**src/rtl/hash_verifier_pkg.sv**
```systemverilog
// Shared definitions for the hash verifier: widths, FSM states and the hash
// chain step used by both the RTL and its reference model.
package hash_verifier_pkg;

  localparam int HASH_W = 16;
  localparam int TIME_W = 16;
  localparam int ID_W   = 16;

  typedef enum logic [1:0] {
    IDLE,
    CHECK,
    REPORT,
    LOCKED
  } state_t;

  // One step of the chain: square the 32-bit difference and keep the middle bits.
  function automatic logic [HASH_W-1:0] hash_step(
    input logic [HASH_W-1:0] h,
    input logic [TIME_W-1:0] cur_time,
    input logic [ID_W-1:0]   id
  );
    logic [31:0] x;
    logic [31:0] d;
    logic [31:0] s;
    x = {16'h0000, cur_time ^ id};
    d = x - {16'h0000, h};
    s = d * d;
    return s[23:8];
  endfunction

endpackage

```
**src/rtl/hash_verifier_chain.sv**
```systemverilog
// Free-running hash chain plus a shift register of recent hashes, each tagged
// with a valid bit so never-filled slots cannot match.
module hash_chain
  import hash_verifier_pkg::*;
#(
  parameter int WINDOW = 4
) (
  input  logic                           clk,
  input  logic                           rst_n,
  input  logic [TIME_W-1:0]              cur_time,
  input  logic [ID_W-1:0]                student_id,
  output logic [HASH_W-1:0]              h,
  output logic [WINDOW-1:0][HASH_W-1:0]  hist,
  output logic [WINDOW-1:0]              hist_vld
);

  always_ff @(posedge clk or negedge rst_n) begin
    if (!rst_n) begin
      h <= '0;
    end else begin
      h <= hash_step(h, cur_time, student_id);
    end
  end

  assign hist[0]     = h;
  assign hist_vld[0] = 1'b1;

  if (WINDOW > 1) begin : g_shift
    logic [WINDOW-1:1][HASH_W-1:0] sr;
    logic [WINDOW-1:1]             sr_vld;

    always_ff @(posedge clk or negedge rst_n) begin
      if (!rst_n) begin
        sr     <= '0;
        sr_vld <= '0;
      end else begin
        sr[1]     <= h;
        sr_vld[1] <= 1'b1;
        for (int k = 2; k < WINDOW; k++) begin
          sr[k]     <= sr[k-1];
          sr_vld[k] <= sr_vld[k-1];
        end
      end
    end

    assign hist[WINDOW-1:1]     = sr;
    assign hist_vld[WINDOW-1:1] = sr_vld;
  end

endmodule

```
**src/rtl/hash_verifier.sv**
```systemverilog
// Lock-side verifier: accepts user codes, searches a snapshot of recent hashes
// oldest-last, reports grant/deny and enforces a lockout after repeated denials.
module hash_verifier
  import hash_verifier_pkg::*;
#(
  parameter int WINDOW      = 4,
  parameter int MAX_FAILS   = 3,
  parameter int LOCK_CYCLES = 16,
  parameter int AW          = (WINDOW > 1) ? $clog2(WINDOW) : 1
) (
  input  logic              clk,
  input  logic              rst_n,
  input  logic [TIME_W-1:0] cur_time,
  input  logic [ID_W-1:0]   student_id,
  input  logic [HASH_W-1:0] code,
  input  logic              code_valid,
  output logic              code_ready,
  output logic              done,
  output logic              granted,
  output logic              denied,
  output logic [AW-1:0]     match_age,
  output logic              locked,
  output logic [HASH_W-1:0] exp_hash
);

  localparam int FW = $clog2(MAX_FAILS + 1);
  localparam int LW = (LOCK_CYCLES > 1) ? $clog2(LOCK_CYCLES) : 1;

  logic [WINDOW-1:0][HASH_W-1:0] hist;
  logic [WINDOW-1:0]             hist_vld;

  state_t                        state;
  logic [HASH_W-1:0]             code_q;
  logic [WINDOW-1:0][HASH_W-1:0] snap;
  logic [WINDOW-1:0]             snap_vld;
  logic [AW-1:0]                 idx;
  logic [FW-1:0]                 fail_cnt;
  logic [LW-1:0]                 lock_cnt;

  hash_chain #(.WINDOW(WINDOW)) u_chain (
    .clk       (clk),
    .rst_n     (rst_n),
    .cur_time  (cur_time),
    .student_id(student_id),
    .h         (exp_hash),
    .hist      (hist),
    .hist_vld  (hist_vld)
  );

  // Result flags are loaded on entry to REPORT, so REPORT can act on them directly.
  always_ff @(posedge clk or negedge rst_n) begin
    if (!rst_n) begin
      state      <= IDLE;
      code_ready <= 1'b1;
      done       <= 1'b0;
      granted    <= 1'b0;
      denied     <= 1'b0;
      match_age  <= '0;
      locked     <= 1'b0;
      code_q     <= '0;
      snap       <= '0;
      snap_vld   <= '0;
      idx        <= '0;
      fail_cnt   <= '0;
      lock_cnt   <= '0;
    end else begin
      done      <= 1'b0;
      granted   <= 1'b0;
      denied    <= 1'b0;
      match_age <= '0;
      case (state)
        IDLE: begin
          if (code_valid && code_ready) begin
            code_q     <= code;
            snap       <= hist;
            snap_vld   <= hist_vld;
            idx        <= '0;
            code_ready <= 1'b0;
            state      <= CHECK;
          end
        end
        CHECK: begin
          if (snap_vld[idx] && (snap[idx] == code_q)) begin
            done      <= 1'b1;
            granted   <= 1'b1;
            match_age <= idx;
            state     <= REPORT;
          end else if (idx == AW'(WINDOW - 1)) begin
            done   <= 1'b1;
            denied <= 1'b1;
            state  <= REPORT;
          end else begin
            idx <= idx + 1'b1;
          end
        end
        REPORT: begin
          if (granted) begin
            fail_cnt   <= '0;
            code_ready <= 1'b1;
            state      <= IDLE;
          end else if (fail_cnt >= FW'(MAX_FAILS - 1)) begin
            fail_cnt <= FW'(MAX_FAILS);
            lock_cnt <= LW'(LOCK_CYCLES - 1);
            locked   <= 1'b1;
            state    <= LOCKED;
          end else begin
            fail_cnt   <= fail_cnt + 1'b1;
            code_ready <= 1'b1;
            state      <= IDLE;
          end
        end
        LOCKED: begin
          if (lock_cnt == '0) begin
            fail_cnt   <= '0;
            locked     <= 1'b0;
            code_ready <= 1'b1;
            state      <= IDLE;
          end else begin
            lock_cnt <= lock_cnt - 1'b1;
          end
        end
        default: begin
          code_ready <= 1'b1;
          locked     <= 1'b0;
          state      <= IDLE;
        end
      endcase
    end
  end

endmodule

```
**config.mk**
```make
export PLATFORM = sky130hd
export DESIGN_NAME = hash_verifier
export DESIGN_NICKNAME = d
export VERILOG_FILES = /design/src/rtl/hash_verifier_pkg.sv /design/src/rtl/hash_verifier_chain.sv /design/src/rtl/hash_verifier.sv
export SDC_FILE = /design/constraint.sdc
export NUM_CORES = 1
export LEC_CHECK = 0
export BUFFER_PORTS_ARGS = -buffer_cell sky130_fd_sc_hd__clkbuf_2
export CAP_MARGIN = 20
export CORE_MARGIN = 4
export CORE_UTILIZATION = 40
export DETAILED_ROUTE_END_ITERATION = 8
export PLACE_DENSITY = 0.66
export SKIP_LAST_GASP = 1
export SYNTH_ARGS = -nofsm -noshare
export SYNTH_HDL_FRONTEND = slang
export SYNTH_SLANG_ARGS = --single-unit
```
**constraint.sdc**
```tcl
create_clock -name clk -period 8.4 [get_ports clk]
set_input_delay 2.1 -clock clk [delete_from_list [all_inputs] [get_ports clk]]
set_output_delay 2.1 -clock clk [all_outputs]
set_load 0.03 [all_outputs]
```
==> results of run 1 <==
## worst max path at each step
stage | to | slack [ns] | depth (start not counted)
finish | u_chain.h[15] | -0.63 | 31
global route | u_chain.h[15] | -0.88 | 31
CTS | u_chain.h[15] | -0.60 | 28
detailed placement | u_chain.h[15] | -1.15 | 28
global placement | u_chain.h[15] | -1.05 | 30
floorplan | u_chain.h[15] | -0.65 | 29
## flip-flops by register name, summed over array words and instances, names as in the netlist
register and count:
locked 1, lock_cnt 4, done 1, fail_cnt 2, u_chain.hist 48, idx 2, code_q 16, state 2
snap 64, denied 1, u_chain.h 16, u_chain.g_shift.sr_vld 3, granted 1, snap_vld 4, code_ready 1, match_age 2
## cell families (layout without fill, tap and decap cells)
logic type / count (synthesis) / count (layout) / share of synthesized area
buffers and inverters: 354 / 626 / 0.09896
adder cells (fa/ha/maj): 280 / 280 / 0.3422
AND/OR/NAND/NOR: 249 / 249 / 0.08134
flip-flops: 168 / 168 / 0.2946
multiplexers: 101 / 101 / 0.09308
XOR/XNOR: 82 / 83 / 0.05189
AO/OA/AOI/OAI: 77 / 77 / 0.03769
other: 1 / 1 / 0.0002627
## final cells by class
| type | instances | area share |
|---|---|---|
| Multi-Input combinational cell | 791 | 0.5147 |
| Sequential cell | 168 | 0.2386 |
| Timing Repair Buffer | 284 | 0.1136 |
| Inverter | 310 | 0.06653 |
| Tap cell | 455 | 0.03231 |
| Clock buffer | 19 | 0.02457 |
| Clock inverter | 13 | 0.009656 |
## timing repair
item / in CTS / in global routing
setup endpoints to repair: 13 / 13
gates resized for setup: 37 / 30
pin swaps: 28 / 8
hold endpoints to repair: 0 / 0
setup buffers: 3 / 5
cloned: 2 / 0
## per-layer routing
layer / vias to the layer above / global-route usage / part of all wire
met5: - / 0 / 0
met4: 0 / 0.04186 / 0.022
met3: 46 / 0.02085 / 0.036
met2: 192 / 0.3189 / 0.52
met1: 4869 / 0.2125 / 0.42
li1: 4560 / - / -
## layout by cell type, fill, tap and decap left out, drive strengths merged, types with 4 or more instances in the layout
cell type	count
a21boi	4
a21o	9
a21oi	20
and2	5
and3	4
buf	213
clkbuf	90
clkinv	5
dfrtp	167
fa	184
ha	96
inv	312
mux2	84
mux4	17
nand2	51
nand2b	19
nand3	12
nand4	4
nor2	95
nor2b	7
nor3	30
o21a	5
o21ai	18
or2	7
or3	6
xnor2	56
xor2	27
## worst reg2reg max path: cells and delay by family (launching register included)
family	cells	cell delay, ns
AO/OA/AOI/OAI	9	1.60
adder cells (fa/ha/maj)	9	3.97
buffers and inverters	7	0.59
XOR/XNOR	2	0.39
flip-flops	1	0.39
AND/OR/NAND/NOR	3	0.50
## through the flow
stage	cell area [um2]	std cells	worst slack, ns	utilization
global placement	16680	1998	-1.046	0.4783
floorplan	14450	1312	-0.6472	-
finish	17620	2040	-0.6278	0.5052
global route	17620	2040	-0.8761	0.5052
CTS	17480	2035	-0.5970	0.5011
detailed placement	16680	1998	-1.148	0.4783
==> metrics.md, run 1 <==
| Metric | Value |
|---|---|
| Fillers | `about 3100` |
| Top cell by count, worst path | `fa_1` |
| Max-slew headroom | `0.4189` |
| Crit path buffers/inverters | `7` |
| Post-Syn Area | `0.01427 mm2` |
| EDFF count, synth | `0` |
| Root buf cell | `clkbuf_16` |
| Mean Syn Cell Area | `between 10 and 15 um2` |
| Gpl congestion | `roughly 0.86` |
| Worst-Margin Slew | `approximately 0.87 ns` |
| Cells after Synth | `about 1300` |
| GR Util All Layers | `0.1715` |
| RSZ-0062 raised after global routing | `true` |
| CP top delay family | `adder cells` |
| Fin Hold WS | `0.3659 ns` |
| Crit Path Class | `in2reg` |
| Die width | `just under 200 um` |
| Top cell type's share of synthesized area | `0.2928` |
| Crit path DAT | `around 9.4 ns` |
| Hold wc startpoint | `u_chain.hist[42]` |
| R2r worst-path depth | `30` |
| Slew Limit Fails | `0` |
| Register Area | `approximately 0.0042 mm2` |
| HPWL Detailed | `26020 um` |
| Status | `complete, but fails checks` |
| Final setup margin | `-0.6278 ns` |
| Pin count of the biggest net entering global routing | `102` |
| CORE AREA | `~0.035 mm2` |
| Fraction of registers with async set/reset | `1.000` |
| # setup viols final | `11` |
| # Max-Cap Violations | `0` |
| Initial antenna violation count | `0` |
| Clk slew on worst S/H paths | `roughly 0.060 ns` |
| Hold Crit Class | `reg2reg` |
| Multi-input logic area | `roughly 0.0091 mm2` |
| Failing checks | `negative setup slack` |
| Average wire per standard cell | `approximately 16 um` |
| FF-to-FF End | `u_chain.h[15]` |
| CTS H-Tree Depth | `4` |
| Synth-to-Final Area Change | `23.45%` |
| Total CTS buffers | `17` |
| Diode count | `0` |
| 1st-iter DRT viols | `between 300 and 400` |
| First-pass GRT wire length | `roughly 54000 um` |
| CP Capture Type | `register` |
| FP Rows | `between 60 and 70` |
| CTS tree | `built` |
| Total congestion overflow | `0` |
| Max FO, Critical Path | `6` |
| Clock latency on the worst-skew pair | `0.42 ns` |
| Residual DRC | `0` |
| #FFs+latches synth | `168` |
| Top cells by area, synth | `dfrtp_1 (29%), fa_1 (26%), ha_1 (8.4%)` |
| Cell taking the most area after synthesis | `dfrtp_1` |
| Die ar. | `approximately 0.039 mm2` |
| Final TNS setup | `-4.430 ns` |
| Synth warnings | `0` |
| Hold Violations, Final | `0` |
| Final wirelength | `31630 um` |
| Pre-antenna DRT Iters | `8` |
| Clk_skew | `approximately 0.011 ns` |
| Period minus WS final | `9.028 ns` |
| Port-buffer cells | `between 70 and 80` |
| DR vias/cell | `roughly 4.7` |
| CP startpoint | `student_id[6]` |
| Setup slack, reg-to-reg | `about 0.9 ns` |
| Crit path launch type | `input port` |
| IO Pins | `74` |
| Vias in the first global route | `10840` |
| Tcrit/Tclk final | `1.075` |
| Top_reg_cell synth | `dfrtp_1` |
| Cts hold-fix bufs | `0` |
| Post-route ant nets | `0` |
| WHS Path Cells | `0` |
| Die height | `196.9 um` |
| Top cells by count, synth | `inv_1 (309), fa_1 (184), dfrtp_1 (167)` |
| FMAX | `approximately 110 MHz` |
| Syn nets | `around 1600` |
| Hold path endpoint | `u_chain.hist[58]` |
| Starting density of the core | `0.4092` |
| Reg-to-reg startpoint | `u_chain.h[6]` |
| Post-synth cell types | `60` |
| Max Root-Sink Buffers | `2` |
| Seq/Total Area, Yosys | `0.2946` |
| Worst stage delay on the critical path | `around 0.55 ns` |
| Most frequent cell after synthesis | `inv_1` |
| Slowest cell on the critical path | `fa_1` |
| Worst EP required | `~8.7 ns` |
| CTS sink cnt | `168` |
| Final nets | `about 1900` |
| Via count | `9667` |
| Proportion of layout cells with a drive suffix above 1 | `0.3256` |
Power of run 1 is not shown: default switching activity piles up to over one toggle a cycle in this logic, so the estimate is an artifact.
==> inputs of run 2 (changes only) <==
--- a/config.mk
+++ b/config.mk
@@ -8,9 +8,9 @@
 export BUFFER_PORTS_ARGS = -buffer_cell sky130_fd_sc_hd__clkbuf_2
 export CAP_MARGIN = 20
 export CORE_MARGIN = 4
-export CORE_UTILIZATION = 40
+export CORE_UTILIZATION = 55
 export DETAILED_ROUTE_END_ITERATION = 8
-export PLACE_DENSITY = 0.66
+export PLACE_DENSITY = 0.83
 export SKIP_LAST_GASP = 1
 export SYNTH_ARGS = -nofsm -noshare
 export SYNTH_HDL_FRONTEND = slang
==> metrics.md, run 2 (synthesized netlist as in run 1, its figures left out) <==
| Metric | Value |
|---|---|
| Status | `complete, but fails checks` |
| Failing checks | `negative setup slack` |
| # Max-Cap Violations | `0 (unchanged)` |
| Clk_skew | `0.01069 ns (-0.0005633 ns)` |
| Starting density of the core | `0.5636 (+0.1544)` |
| Met2 wire length | `19550 um (+18%)` |
| Clock latency on the worst-skew pair | `0.43 ns (about the same)` |
| Worst-Margin Slew | `0.9778 ns (+0.1061 ns)` |
| First-pass GRT wire length | `56800 um (+5.7%)` |
| DR vias/cell | `5.397 (+14%)` |
| Crit Path Class | `in2reg` |
| Initial antenna violation count | `0 (unchanged)` |
| Final Instance Area | `0.01772 mm2 (+0.56%)` |
| CTS H-Tree Depth | `4 (unchanged)` |
| Most flops, register | `snap` |
| Max Root-Sink Buffers | `2 (unchanged)` |
| FMAX | `110.5 MHz (-0.20%)` |
| Worst EP required | `8.75 ns (about the same)` |
| Crit path buffers/inverters | `7 (unchanged)` |
| Port-buffer cells | `73 (unchanged)` |
| Post-Place Worst Slack | `-1.194 ns (-0.04656 ns)` |
| Top Metal Used | `met4` |
| Slew Limit Fails | `0 (unchanged)` |
| Synth-to-Final Area Change | `24.14%` |
| Hold Crit Class | `reg2reg` |
| Slowest cell on the critical path | `fa_2` |
| Setup slack, reg-to-reg | `0.75 ns (-0.15 ns)` |
| Die width | `169.1 um (-14%)` |
| Clk slew on worst S/H paths | `0.07 ns (about the same)` |
| Reg-to-reg startpoint | `u_chain.h[6]` |
| FF-to-FF End | `u_chain.h[15]` |
| Hold Violations, Final | `0 (unchanged)` |
| Final wirelength | `36350 um (+15%)` |
| 1st-iter DRT viols | `999 (+160%)` |
| Critical Path Stages | `31 (unchanged)` |
| CORE AREA | `0.02533 mm2 (-27%)` |
| CTS sink cnt | `168 (unchanged)` |
| Crit path DAT | `9.39 ns (+0.02 ns)` |
| CP startpoint | `cur_time[6]` |
| IO Pins | `74 (unchanged)` |
| Commonest non-fill, non-tap cell in the layout | `inv_1` |
| R2r worst-path depth | `30 (unchanged)` |
| Via count | `10350 (+7.1%)` |
| Root buf cell | `clkbuf_16` |
| Final TNS setup | `-4.775 ns (-0.3453 ns)` |
| Max FO, Critical Path | `5 (-1)` |
| Proportion of layout cells with a drive suffix above 1 | `0.3545 (+0.02898)` |
| RSZ-0062 raised after global routing | `true` |
| CTS tree | `built` |
| Worst stage delay on the critical path | `0.59 ns (+0.04 ns)` |
| Total CTS buffers | `17 (unchanged)` |
| Post-route ant nets | `0 (unchanged)` |
| Period minus WS final | `9.046 ns (+0.01828 ns)` |
| Most frequent cells in the layout | `inv_1 (288), buf_4 (201), fa_1 (174)` |
| Die height | `169.1 um (-14%)` |
| Final nets | `1906 (+0.16%)` |
| Pre-antenna DRT Iters | `6 (-2)` |
| Met3 WL | `1865 um (+64%)` |
| Total congestion overflow | `0 (unchanged)` |
| Pin count of the biggest net entering global routing | `100 (-2.0%)` |
| # setup viols final | `11 (unchanged)` |
| Dpl cell area | `0.01646 mm2 (-1.4%)` |
| Average wire per standard cell | `18.95 um (+22%)` |
| HPWL Detailed | `25830 um (-0.75%)` |
| Tcrit/Tclk final | `1.077 (+0.002177)` |
| Die ar. | `0.02860 mm2 (-26%)` |
| Worst Setup EP | `u_chain.h[15]` |
| Fin Hold WS | `0.3663 ns (+0.0004430 ns)` |
| M1 WL | `13090 um (-0.89%)` |
| Vias in the first global route | `11390 (+5.1%)` |
| Residual DRC | `0 (unchanged)` |
| Gpl congestion | `0.8820 (+2.5%)` |
| CP Capture Type | `register` |
| CP top delay family | `adder cells` |
| Max reg flops | `64 (unchanged)` |
| GR Util All Layers | `0.2509 (+0.07936)` |
| Crit path launch type | `input port` |
| FP Rows | `58 (-15%)` |
| Max-slew headroom | `0.3482 (-0.07074)` |
| Diode count | `0 (unchanged)` |
| Final setup margin | `-0.6460 ns (-0.01828 ns)` |
-- run 2: worst min path at each step --
| stage | start | to | slack [ns] | cells after the start |
|---|---|---|---|---|
| finish | u_chain.g_shift.sr_vld[2] | u_chain.g_shift.sr_vld[3] | 0.37 | 0 |
| global route | u_chain.g_shift.sr_vld[2] | u_chain.g_shift.sr_vld[3] | 0.38 | 0 |
| CTS | u_chain.hist[34] | u_chain.hist[50] | 0.37 | 0 |
| detailed placement | u_chain.hist[28] | u_chain.hist[44] | 0.35 | 0 |
| global placement | u_chain.hist[47] | u_chain.hist[63] | 0.35 | 0 |
| floorplan | u_chain.g_shift.sr_vld[1] | u_chain.g_shift.sr_vld[2] | 0.35 | 0 |
-- run 2: timing repair --
item	CTS	global route
pin swaps	60	37
setup buffers	18	8
hold buffers	0	0
cloned	1	0
resized for setup	76	51
setup endpoints to repair	11	13
-- run 2: worst reg2reg max path: cells and delay by family (launching register included) --
family / cells / cell delay, ns
AND/OR/NAND/NOR: 3 / 0.54
flip-flops: 1 / 0.43
XOR/XNOR: 2 / 0.33
AO/OA/AOI/OAI: 9 / 1.60
buffers and inverters: 7 / 0.60
adder cells (fa/ha/maj): 9 / 4.06
-- run 2: layout make-up --
class | count | area, um2
multi-input combinational | 790 | 9256
tap | 330 | 412.9
inverter | 310 | 1174
fill | 1589 | 7606
clock inverter | 14 | 163.9
timing repair buffer | 288 | 2079
sequential | 168 | 4205
clock buffer | 18 | 429.2
-- run 2: stage by stage --
stage	cells	util
6_report	1918	0.6997
5_1_grt	1918	0.6997
4_1_cts	1912	0.6900
3_5_place_dp	1862	0.6498
3_3_place_gp	1862	0.6498
2_1_floorplan	1312	-
-- run 2: per-layer routing --
metal | up-vias | GRT usage
met5 | - | 0
met4 | 0 | 0.1019
met3 | 149 | 0.03690
met2 | 394 | 0.4630
met1 | 5241 | 0.2939
li1 | 4567 | -
Power of run 2 is left out for the same reason.
